<file path="src/rtl/fifo_uart_drain.sv">
// fifo_uart_drain: pops 32-bit words from a registered-read FIFO and sends
// each one as BYTES 8N1 UART frames, least-significant byte first.
module fifo_uart_drain #(
    parameter int CLKS_PER_BIT = 868,
    parameter int DATA_W       = 32
) (
    input  logic              clk,
    input  logic              rst,
    input  logic              en,
    input  logic              fifo_empty,
    input  logic [DATA_W-1:0] fifo_data,
    output logic              fifo_rd,
    output logic              tx,
    output logic              busy,
    output logic              word_done
);

    localparam int BYTES  = DATA_W / 8;
    localparam int CNT_W  = (CLKS_PER_BIT > 1) ? $clog2(CLKS_PER_BIT) : 1;
    localparam int BYTE_W = (BYTES > 1) ? $clog2(BYTES) : 1;
    localparam logic [CNT_W-1:0]  CNT_LAST  = CNT_W'(CLKS_PER_BIT - 1);
    localparam logic [BYTE_W-1:0] BYTE_LAST = BYTE_W'(BYTES - 1);

    typedef enum logic [2:0] {
        IDLE  = 3'd0,
        FETCH = 3'd1,
        LATCH = 3'd2,
        START = 3'd3,
        DATA  = 3'd4,
        STOP  = 3'd5
    } state_t;

    state_t              state;
    state_t              next_state;
    logic [CNT_W-1:0]    baud_cnt;
    logic [CNT_W-1:0]    baud_cnt_d;
    logic [2:0]          bit_idx;
    logic [2:0]          bit_idx_d;
    logic [BYTE_W-1:0]   byte_idx;
    logic [BYTE_W-1:0]   byte_idx_d;
    logic [DATA_W-1:0]   shreg;
    logic [DATA_W-1:0]   shreg_d;
    logic                tx_d;
    logic                fifo_rd_d;
    logic                busy_d;
    logic                word_done_d;
    logic                bit_end;
    logic                last_bit;
    logic                last_byte;
    logic                can_fetch;

    assign bit_end   = (baud_cnt == CNT_LAST);
    assign last_bit  = (bit_idx == 3'd7);
    assign last_byte = (byte_idx == BYTE_LAST);
    // The FIFO flag is only consulted where a new word may start.
    assign can_fetch = en && !fifo_empty;

    // State register; reset abandons any word in flight.
    always_ff @(posedge clk or negedge rst) begin
        if (!rst) begin
            state <= IDLE;
        end else begin
            state <= next_state;
        end
    end

    // Next-state decode.
    always_comb begin
        next_state = state;
        case (state)
            IDLE:  if (can_fetch) next_state = FETCH;
            FETCH: next_state = LATCH;
            LATCH: next_state = START;
            START: if (bit_end) next_state = DATA;
            DATA:  if (bit_end && last_bit) next_state = STOP;
            STOP: begin
                if (bit_end) begin
                    if (!last_byte)     next_state = START;
                    else if (can_fetch) next_state = FETCH;
                    else                next_state = IDLE;
                end
            end
            default: next_state = IDLE;
        endcase
    end

    // Next values of the registered outputs, counters and shift register.
    // tx is derived from the state being entered so it is already correct
    // in the first cycle of every start, data and stop bit.
    always_comb begin
        shreg_d     = shreg;
        bit_idx_d   = bit_idx;
        byte_idx_d  = byte_idx;
        baud_cnt_d  = '0;
        fifo_rd_d   = (next_state == FETCH);
        busy_d      = (next_state != IDLE);
        word_done_d = (state == STOP) && bit_end && last_byte;

        if (state == LATCH) begin
            shreg_d = fifo_data;
        end else if (state == DATA && bit_end) begin
            shreg_d = shreg >> 1;
        end

        if (state != DATA) begin
            bit_idx_d = '0;
        end else if (bit_end) begin
            bit_idx_d = last_bit ? 3'd0 : bit_idx + 3'd1;
        end

        if (state == LATCH) begin
            byte_idx_d = '0;
        end else if (state == STOP && bit_end) begin
            byte_idx_d = last_byte ? '0 : byte_idx + BYTE_W'(1);
        end

        if ((state == START || state == DATA || state == STOP) &&
            next_state == state && !bit_end) begin
            baud_cnt_d = baud_cnt + CNT_W'(1);
        end

        if (next_state == DATA) begin
            tx_d = shreg_d[0];
        end else begin
            tx_d = (next_state != START);
        end
    end

    // Output, counter and data registers; tx goes high at once on reset.
    always_ff @(posedge clk or negedge rst) begin
        if (!rst) begin
            tx        <= 1'b1;
            fifo_rd   <= 1'b0;
            busy      <= 1'b0;
            word_done <= 1'b0;
            baud_cnt  <= '0;
            bit_idx   <= '0;
            byte_idx  <= '0;
            shreg     <= '0;
        end else begin
            tx        <= tx_d;
            fifo_rd   <= fifo_rd_d;
            busy      <= busy_d;
            word_done <= word_done_d;
            baud_cnt  <= baud_cnt_d;
            bit_idx   <= bit_idx_d;
            byte_idx  <= byte_idx_d;
            shreg     <= shreg_d;
        end
    end

endmodule

</file>
<file path="config.mk">
export PLATFORM = sky130hd
export DESIGN_NAME = fifo_uart_drain
export DESIGN_NICKNAME = d
export VERILOG_FILES = /design/src/rtl/fifo_uart_drain.sv
export SDC_FILE = /design/constraint.sdc
export NUM_CORES = 1
export LEC_CHECK = 0
export ABC_AREA = 0
export CAP_MARGIN = 20
export CORE_MARGIN = 5
export CORE_UTILIZATION = 40
export CTS_CLUSTER_DIAMETER = 150
export DETAILED_ROUTE_END_ITERATION = 6
export GPL_TIMING_DRIVEN = 0
export HOLD_SLACK_MARGIN = 0.1
export PLACE_DENSITY_LB_ADDON = 0.15
export SLEW_MARGIN = 10
export SYNTH_ARGS = -nofsm -noshare
export SYNTH_HDL_FRONTEND = slang
export SYNTH_SLANG_ARGS = --single-unit
</file>
<file path="constraint.sdc">
create_clock -name clk -period 2.37 [get_ports clk]
set_input_delay 0.711 -clock clk [delete_from_list [all_inputs] [get_ports clk]]
set_output_delay 0.711 -clock clk [all_outputs]
set_load 0.1 [all_outputs]
</file>
After elaboration in Yosys (flattened, before gate mapping)
Cells that the tools add are included.
Operators by class
  reduce and logical (&&, ||, !) cells: 16
  $add $sub $neg: 3
  muxes and demuxes: 17
  eq/ne operators: 13
Operators by type and width (number)
  2-to-1 mux 32 bit: 2
  2-to-1 mux 3 bit: 7
  case mux 3 bit (6 select lines): 1
  == test 3 bit (second input constant): 4
  adder 10 x 1 -> 10 bit (second input constant): 1
  == test 10 bit (second input constant): 1
  2-to-1 mux 10 bit: 1
  2-to-1 mux 2 bit: 4
  logical AND 1 bit: 7
  == test 3 x 1 -> 1 bit (second input constant): 2
  == test 3 x 2 -> 1 bit (second input constant): 2
  nonzero test 2 bit: 3
  adder 3 x 1 -> 3 bit (second input constant): 1
  == test 3 bit: 1
  logical NOT 3 bit: 1
  != test 3 x 2 -> 1 bit (second input constant): 1
  != test 3 bit (second input constant): 1
  nonzero test 3 bit: 1
  adder 2 x 1 -> 2 bit (second input constant): 1
  == test 2 bit (second input constant): 1
  logical NOT 1 bit: 2
  logical OR 1 bit: 2
  2-to-1 mux 1 bit: 2
Storage, ports and cells
  output and inout bits: 4
  word-level logic and storage cells: 59
  register bits after elaboration: 54

Depth between registers and ports, before layout
Gate-level depths: netlist of the first run.
  word-level depth: 10
  gate-level depth with buffers: 7
  depth with buffers taken out: 6

Worst setup path after synthesis of the first run
Ideal clock, no wire load.
  path kind: register to register
  start: register baud_cnt[0]
  end: register shreg[17]
  required time: 2236 ps
  period minus slack after synthesis: 1913 ps
  path buffers: 2
  setup time: 134 ps
  arrival: 1779 ps
  path slack: 457 ps
  stages on the path, launching flop included: 8
  cell sequence: dfrtp_1 -> ha_1 -> nand4b_1 -> or4_4 -> buf_6 -> buf_6 -> mux2i_1 -> o21ai_0
On the way
  longest elaborated chain between the ends: 3
Ends and longest elaborated chain
  from (decl): RTL line 35  | logic [CNT_W-1:0] baud_cnt;
  from (signal assigned): RTL line 145  | baud_cnt <= baud_cnt_d;
  == test 10 bit: RTL line 52  | assign bit_end = (baud_cnt == CNT_LAST);
  logical AND 1 bit: RTL line 101  | end else if (state == DATA && bit_end) begin
  nonzero test 2 bit (no line)
  to (signal assigned): RTL line 148  | shreg <= shreg_d;
  to (decl): RTL line 41  | logic [DATA_W-1:0] shreg;
Every way passes these cells.
A chain may end at the register's enable or synchronous reset.

Worst setup path in the final report of the first run
  start: register word_done
  end: output word_done
RTL lines
  from (decl): RTL line 15  | output logic word_done
  from (signal assigned): RTL line 144  | word_done <= word_done_d;
No word-level cell between the ends.

==> results.toml, run 1 <==
[status]
status = "complete, no violations"

[drt]
postRouteAntennaNets = 0
drt_pass1_iterations = 4
num_vias = 1983
post_drt_via_cell_ratio = 5.02
drt-wirelength-per-cell_um = 13.6
drt_wl_total_um = 5370
drtIter0Drc = 44
drc = 0

[timing]
slew_violations = 0
worst_pin_slew_ns = 0.957
fin_worst_skew_ns = 0.00515
fin_ws_ns = 0.173
period_minus_slack_ns = 2.20
setup-violations-final = 0
whs_ns = 0.346
rsz0062_at_grt = "false"
worst_slew_margin_rel = 0.364
fin_crit_sh = 0.927
hold_violations = 0
max_freq_ghz = 0.455

[final_layout]
syn2layout_area_growth_pct = 24.3
seq_area_sq_um = 1350
utilization = 0.505
multi_input_area_sq_um = 1280
drive_above_1_share = 0.111
n_fill_cell = 620
antenna_cells = 0
final_cells = 395
layout.nets = 355

[placed_design]
gp_congestion = 0.810
place_hpwl_um = 3830
place.port_buffers = 39
post-place-ws_ns = 0.00260
dpl.cell_count = 382

[clock_network]
cts_buffer_depth = 2
cts_made_buffers = 5
root_buffer = "clkbuf_8"
ctsHoldBuffers = 0
cts_tree = "built"
htree_levels = 2
clkSlewWorstSetupHoldPaths_ns = 0.09
clock-sinks = 54
insertion_delay_ns = 0.30

[worst_setup_path]
critPathSlowestCell = "dlygate4sd2_1"
critical_path_required_ns = 1.66
critPathBufInv = 1
r2r_start = "baud_cnt[0]"
cp.arrival_ns = 1.49
crit_family = "buffers and inverters"
max_stage_delay_ns = 0.85
path_max_fanout = 1
cp-end-kind = "primary output"
crit_path_cell_trace = "dlygate4sd2_1"
cp-start-kind = "flip-flop"
crit_type = "reg2out"
reg2reg_depth = 6
ff2ff_setup_slack_ns = 0.20
regToRegEndpoint = "baud_cnt[5]"

[synth]
ys_ff_latch = 54
synth_nets = 302
ys_top_cells_by_count = "dfrtp_1 (53), nand2_1 (45), mux2i_1 (33), o21ai_0 (33)"
synth_most_common_cell = "dfrtp_1"
netlist_top_cells_area = "dfrtp_1 (49%), mux2i_1 (12%), nand2_1 (6.2%), o21ai_0 (6.0%), xnor2_1 (2.2%)"
synth_cell_types = 44
syn_avg_cell_area_sq_um = 10.4
synth-seq-area-share = 0.495
ys_warn_count = 0
synth-async-reset-ratio = 1.00
synth_top_area_frac = 0.485
ys.flop_type = "dfrtp_1"
synth-edff-count = 0
netlist_area_sq_um = 2730
synthCells = 262
yosys.area.top_type = "dfrtp_1"

[power_and_ir_drop]
peakVddDrop_v = 0.000261
internal_power_uw = 1360
pwr-share-seq = 0.565
p_leak_uw = 0.00155
power.switching_uw = 347
p_comb_frac = 0.065
swShare = 0.204
power.density_nw_per_um2 = 502
clock_power_share = 0.370

[grt]
grt.overflow.total = 0
first_global_vias = 2069
grt_pass1_wl_um = 9600
antenna_found_initial = 0
grt_use_total = 0.136
grt_max_degree = 36

[die]
rows = 30
io_pins = 40
die_y_um = 92.7
die_area_sq_um = 8580
fp.dieW_um = 92.7
start_util = 0.407
core-area_sq_um = 6720

[job]
maxCapViolCount = 0

[hold_path]
min_path_type = "in2async"
-- sequential cells by signal, indices dropped and copies added (netlist names) --
signal     cells
shreg         32
fifo_rd        1
byte_idx       2
tx             1
busy           1
word_done      1
baud_cnt      10
bit_idx        3
state          3
-- stage by stage --
| stage | instance area (sq um) | setup TNS (ns) | power [uW] |
|---|---|---|---|
| floorplan | 2730 | 0 | 1010 |
| global placement | 3220 | -59.29 | 1090 |
| detailed placement | 3240 | 0 | 1100 |
| CTS | 3350 | 0 | 1730 |
| global route | 3400 | 0 | 1780 |
| finish | 3400 | 0 | 1700 |
-- power by group through the flow --
| stage | clock [uW] | sequential [uW] | combinational (uW) |
|---|---|---|---|
| 6_report | 631 | 963 | 111 |
| 5_1_grt | 687 | 967 | 126 |
| 4_1_cts | 650 | 963 | 114 |
| 3_5_place_dp | 0 | 982 | 113 |
| 3_3_place_gp | 0 | 981 | 109 |
| 2_1_floorplan | 0 | 977 | 28.6 |
-- kinds of logic after synthesis --
logic type | Yosys count | share of synthesized area
simple gates | 94 | 0.189
xor+xnor | 8 | 0.0256
mux | 34 | 0.129
buf+inv | 18 | 0.0389
compound gates | 50 | 0.104
flops | 54 | 0.495
fa+ha+maj | 4 | 0.0183
-- cells in the final DEF (no fill, tap or decap), types with 2 or more instances in the layout --
master           synthesis  layout
nand2b_1                 2       2
and3_1                   2       2
nand4_1                  3       3
a21oi_1                  7       7
nand2_1                 45      45
clkbuf_1                10      10
nand3_1                  4       4
nor3b_2                  2       2
nand3b_1                 2       2
clkdlybuf4s50_1          0      34
mux2i_1                 33      33
nor3_1                   4       4
xnor2_1                  7       7
dfrtp_1                 53      53
o21ai_0                 33      33
nor2_1                  10      10
clkbuf_8                 0       6
or4_4                    2       2
buf_6                    5       5
inv_1                    2       2
or3_1                    3       3
buf_2                    1       3
a21o_1                   2       2
dlygate4sd2_1            0       3
buf_4                    0       5
nand4b_1                 2       2
ha_1                     4       4
nor2b_1                  4       4
-- worst max path at each step --
stage | cells past startpoint | startpoint | to | slack [ns]
3_5_place_dp | 5 | en | fifo_rd | 0.003
6_report | 1 | word_done | word_done | 0.17
4_1_cts | 1 | tx | tx | 0.002
5_1_grt | 6 | baud_cnt[0] | baud_cnt[7] | 0.02
2_1_floorplan | 7 | baud_cnt[0] | shreg[17] | 0.46
3_3_place_gp | 1 | rst | busy | -1.11
-- final cells by class --
class	count	area share
buffer	16	0.0291
clock buffer	6	0.0243
clock inverter	1	0.00884
inverter	2	0.00221
multi-input combinational	190	0.378
sequential	54	0.398
tap	80	0.0295
timing repair buffer	46	0.129
-- routing by layer --
metal / part of all wire / up-vias / GRT usage
met4: 0.012 / 0 / 0.0330
met5: 0 / - / 0
met1: 0.48 / 930 / 0.182
met2: 0.47 / 24 / 0.223
met3: 0.040 / 5 / 0.0349
li1: - / 1024 / -
-- repair_timing --
item | in CTS | in global routing
pin swaps | 0 | 1
setup buffers | 0 | 5
gates resized for setup | 5 | 2
setup endpoints to repair | 4 | 11
gates cloned | 0 | 0
Note: power is estimated with default switching activity, not from simulation.
==> run 2, diff against run 1 <==
==> constraint.sdc (replaced) <==
create_clock -name clk -period 2.23 [get_ports clk]
set_input_delay 0.669 -clock clk [delete_from_list [all_inputs] [get_ports clk]]
set_output_delay 0.669 -clock clk [all_outputs]
set_load 0.1 [all_outputs]
==> run 2 against run 1 <==
  * Power up 6.4%
  * Largest power group unchanged
  * First-iteration DRC count up 2.3%
  * Wire length up 0.84%
  * Global-route usage up 0.14 points
  * Worst setup slack worse by 0.10 ns
  * Clock skew up 0.0025 ns
  * Sequential power up 6%
  * Utilization about the same
  * Clock power up 6.5%
==> results.toml, run 2 (synthesized netlist as in run 1, its figures left out) <==
[final_layout]
multi_input_area_sq_um = 1290
seq_area_sq_um = 1350
final_common_cell = "dfrtp_1"
n_fill_cell = 622
design_area_sq_um = 3390
antenna_cells = 0
layout.nets = 352
utilization = 0.505
largest_reg_flops = 32
top_regs = "shreg (32), baud_cnt (10)"
largest-register = "shreg"
mostFrequentLayoutCells = "dfrtp_1 (53), nand2_1 (45), clkdlybuf4s50_1 (34)"
syn2layout_area_growth_pct = 24.2
drive_above_1_share = 0.119

[drt]
top_layer = "met4"
drt_wl_total_um = 5420
drc = 0
num_vias = 1983
drtIter0Drc = 45
wl_met3_um = 222
drt_pass1_iterations = 4
met2WireLength_um = 2600
post_drt_via_cell_ratio = 5.06
drt-wirelength-per-cell_um = 13.8
drt-met1-wl_um = 2530
postRouteAntennaNets = 0

[timing]
max_freq_ghz = 0.463
period_minus_slack_ns = 2.16
fin_ws_ns = 0.0699
worst_slew_margin_rel = 0.364
setup-violations-final = 0
fin_tns_setup_ns = 0
fin_worst_skew_ns = 0.00767
whs_ns = 0.304
hold_violations = 0
worst_pin_slew_ns = 0.957
fin_crit_sh = 0.969
slew_violations = 0

[clock_network]
cts_made_buffers = 5
cts_tree = "built"
root_buffer = "clkbuf_8"
clkSlewWorstSetupHoldPaths_ns = 0.10
cts_buffer_depth = 2
htree_levels = 2
ctsHoldBuffers = 0
insertion_delay_ns = 0.30
clock-sinks = 54

[grt]
grt.overflow.total = 0
grt_max_degree = 36
grt_use_total = 0.138
grt_pass1_wl_um = 9670
antenna_found_initial = 0
first_global_vias = 2079

[worst_setup_path]
cp-start-kind = "flip-flop"
crit_type = "reg2out"
cp-end-kind = "primary output"
critPathBufInv = 1
crit_family = "buffers and inverters"
cp.arrival_ns = 1.49
path_max_fanout = 1
max_stage_delay_ns = 0.85
critPathSlowestCell = "dlygate4sd2_1"
crit_path_cell_trace = "dlygate4sd2_1"
critical_path_required_ns = 1.56

[die]
core-area_sq_um = 6720
io_pins = 40
fp.dieW_um = 92.7
die_area_sq_um = 8580
start_util = 0.407
rows = 30
die_y_um = 92.7

[job]
maxCapViolCount = 0

[hold_path]
min_path_type = "in2async"

[placed_design]
place.port_buffers = 39
post-place-ws_ns = -0.102
gp_congestion = 0.810
place_hpwl_um = 3830
placed_area_sq_um = 3240

[status]
status = "complete, no violations"

[power_and_ir_drop]
p_leak_uw = 0.00154
power.density_nw_per_um2 = 534
peakVddDrop_v = 0.000281
## run 2: per-layer routing
metal,global-route usage,vias to the layer above
li1,-,1015
met1,0.183,936
met2,0.227,27
met3,0.0349,5
met4,0.0330,0
met5,0,-
## run 2: layout make-up
| type | count | share of cell area |
|---|---|---|
| plain buffers | 16 | 0.0302 |
| clock buffers | 6 | 0.0243 |
| clock inverters | 1 | 0.00885 |
| inverters | 2 | 0.00221 |
| multi-input cells | 190 | 0.381 |
| flip-flops and latches | 54 | 0.399 |
| well taps | 80 | 0.0295 |
| repair buffers | 43 | 0.125 |
## run 2: worst paths after layout
| kind | depth (start not counted) | to | slack [ns] | from |
|---|---|---|---|---|
| max in group asynchronous | 2 | tx | 1.32 | rst |
| worst min register to register | 1 | baud_cnt[0] | 0.50 | baud_cnt[0] |
| worst max register to register | 7 | baud_cnt[4] | 0.12 | baud_cnt[0] |
| min in group clk | 1 | baud_cnt[0] | 0.50 | baud_cnt[0] |
| worst max-delay path | 1 | word_done | 0.07 | word_done |
| worst min-delay path | 1 | shreg[8] | 0.30 | rst |
## run 2: power by group
group	total, uW	internal, uW	switching (uW)
Sequential	1020	1010	15.6
Clock	672	360	312
Combinational	118	74.9	42.7
## run 2: repair_timing
action / CTS / global route
setup endpoints to repair: 14 / 39
gates resized for setup: 8 / 7
buffers inserted: 2 / 1
pin swaps: 1 / 0
hold endpoints to repair: 0 / 0
## run 2: stage by stage
step,std cells,total power [uW]
2_1_floorplan,262,1070
4_1_cts,391,1840
3_5_place_dp,382,1160
5_1_grt,392,1890
3_3_place_gp,381,1160
6_report,392,1810
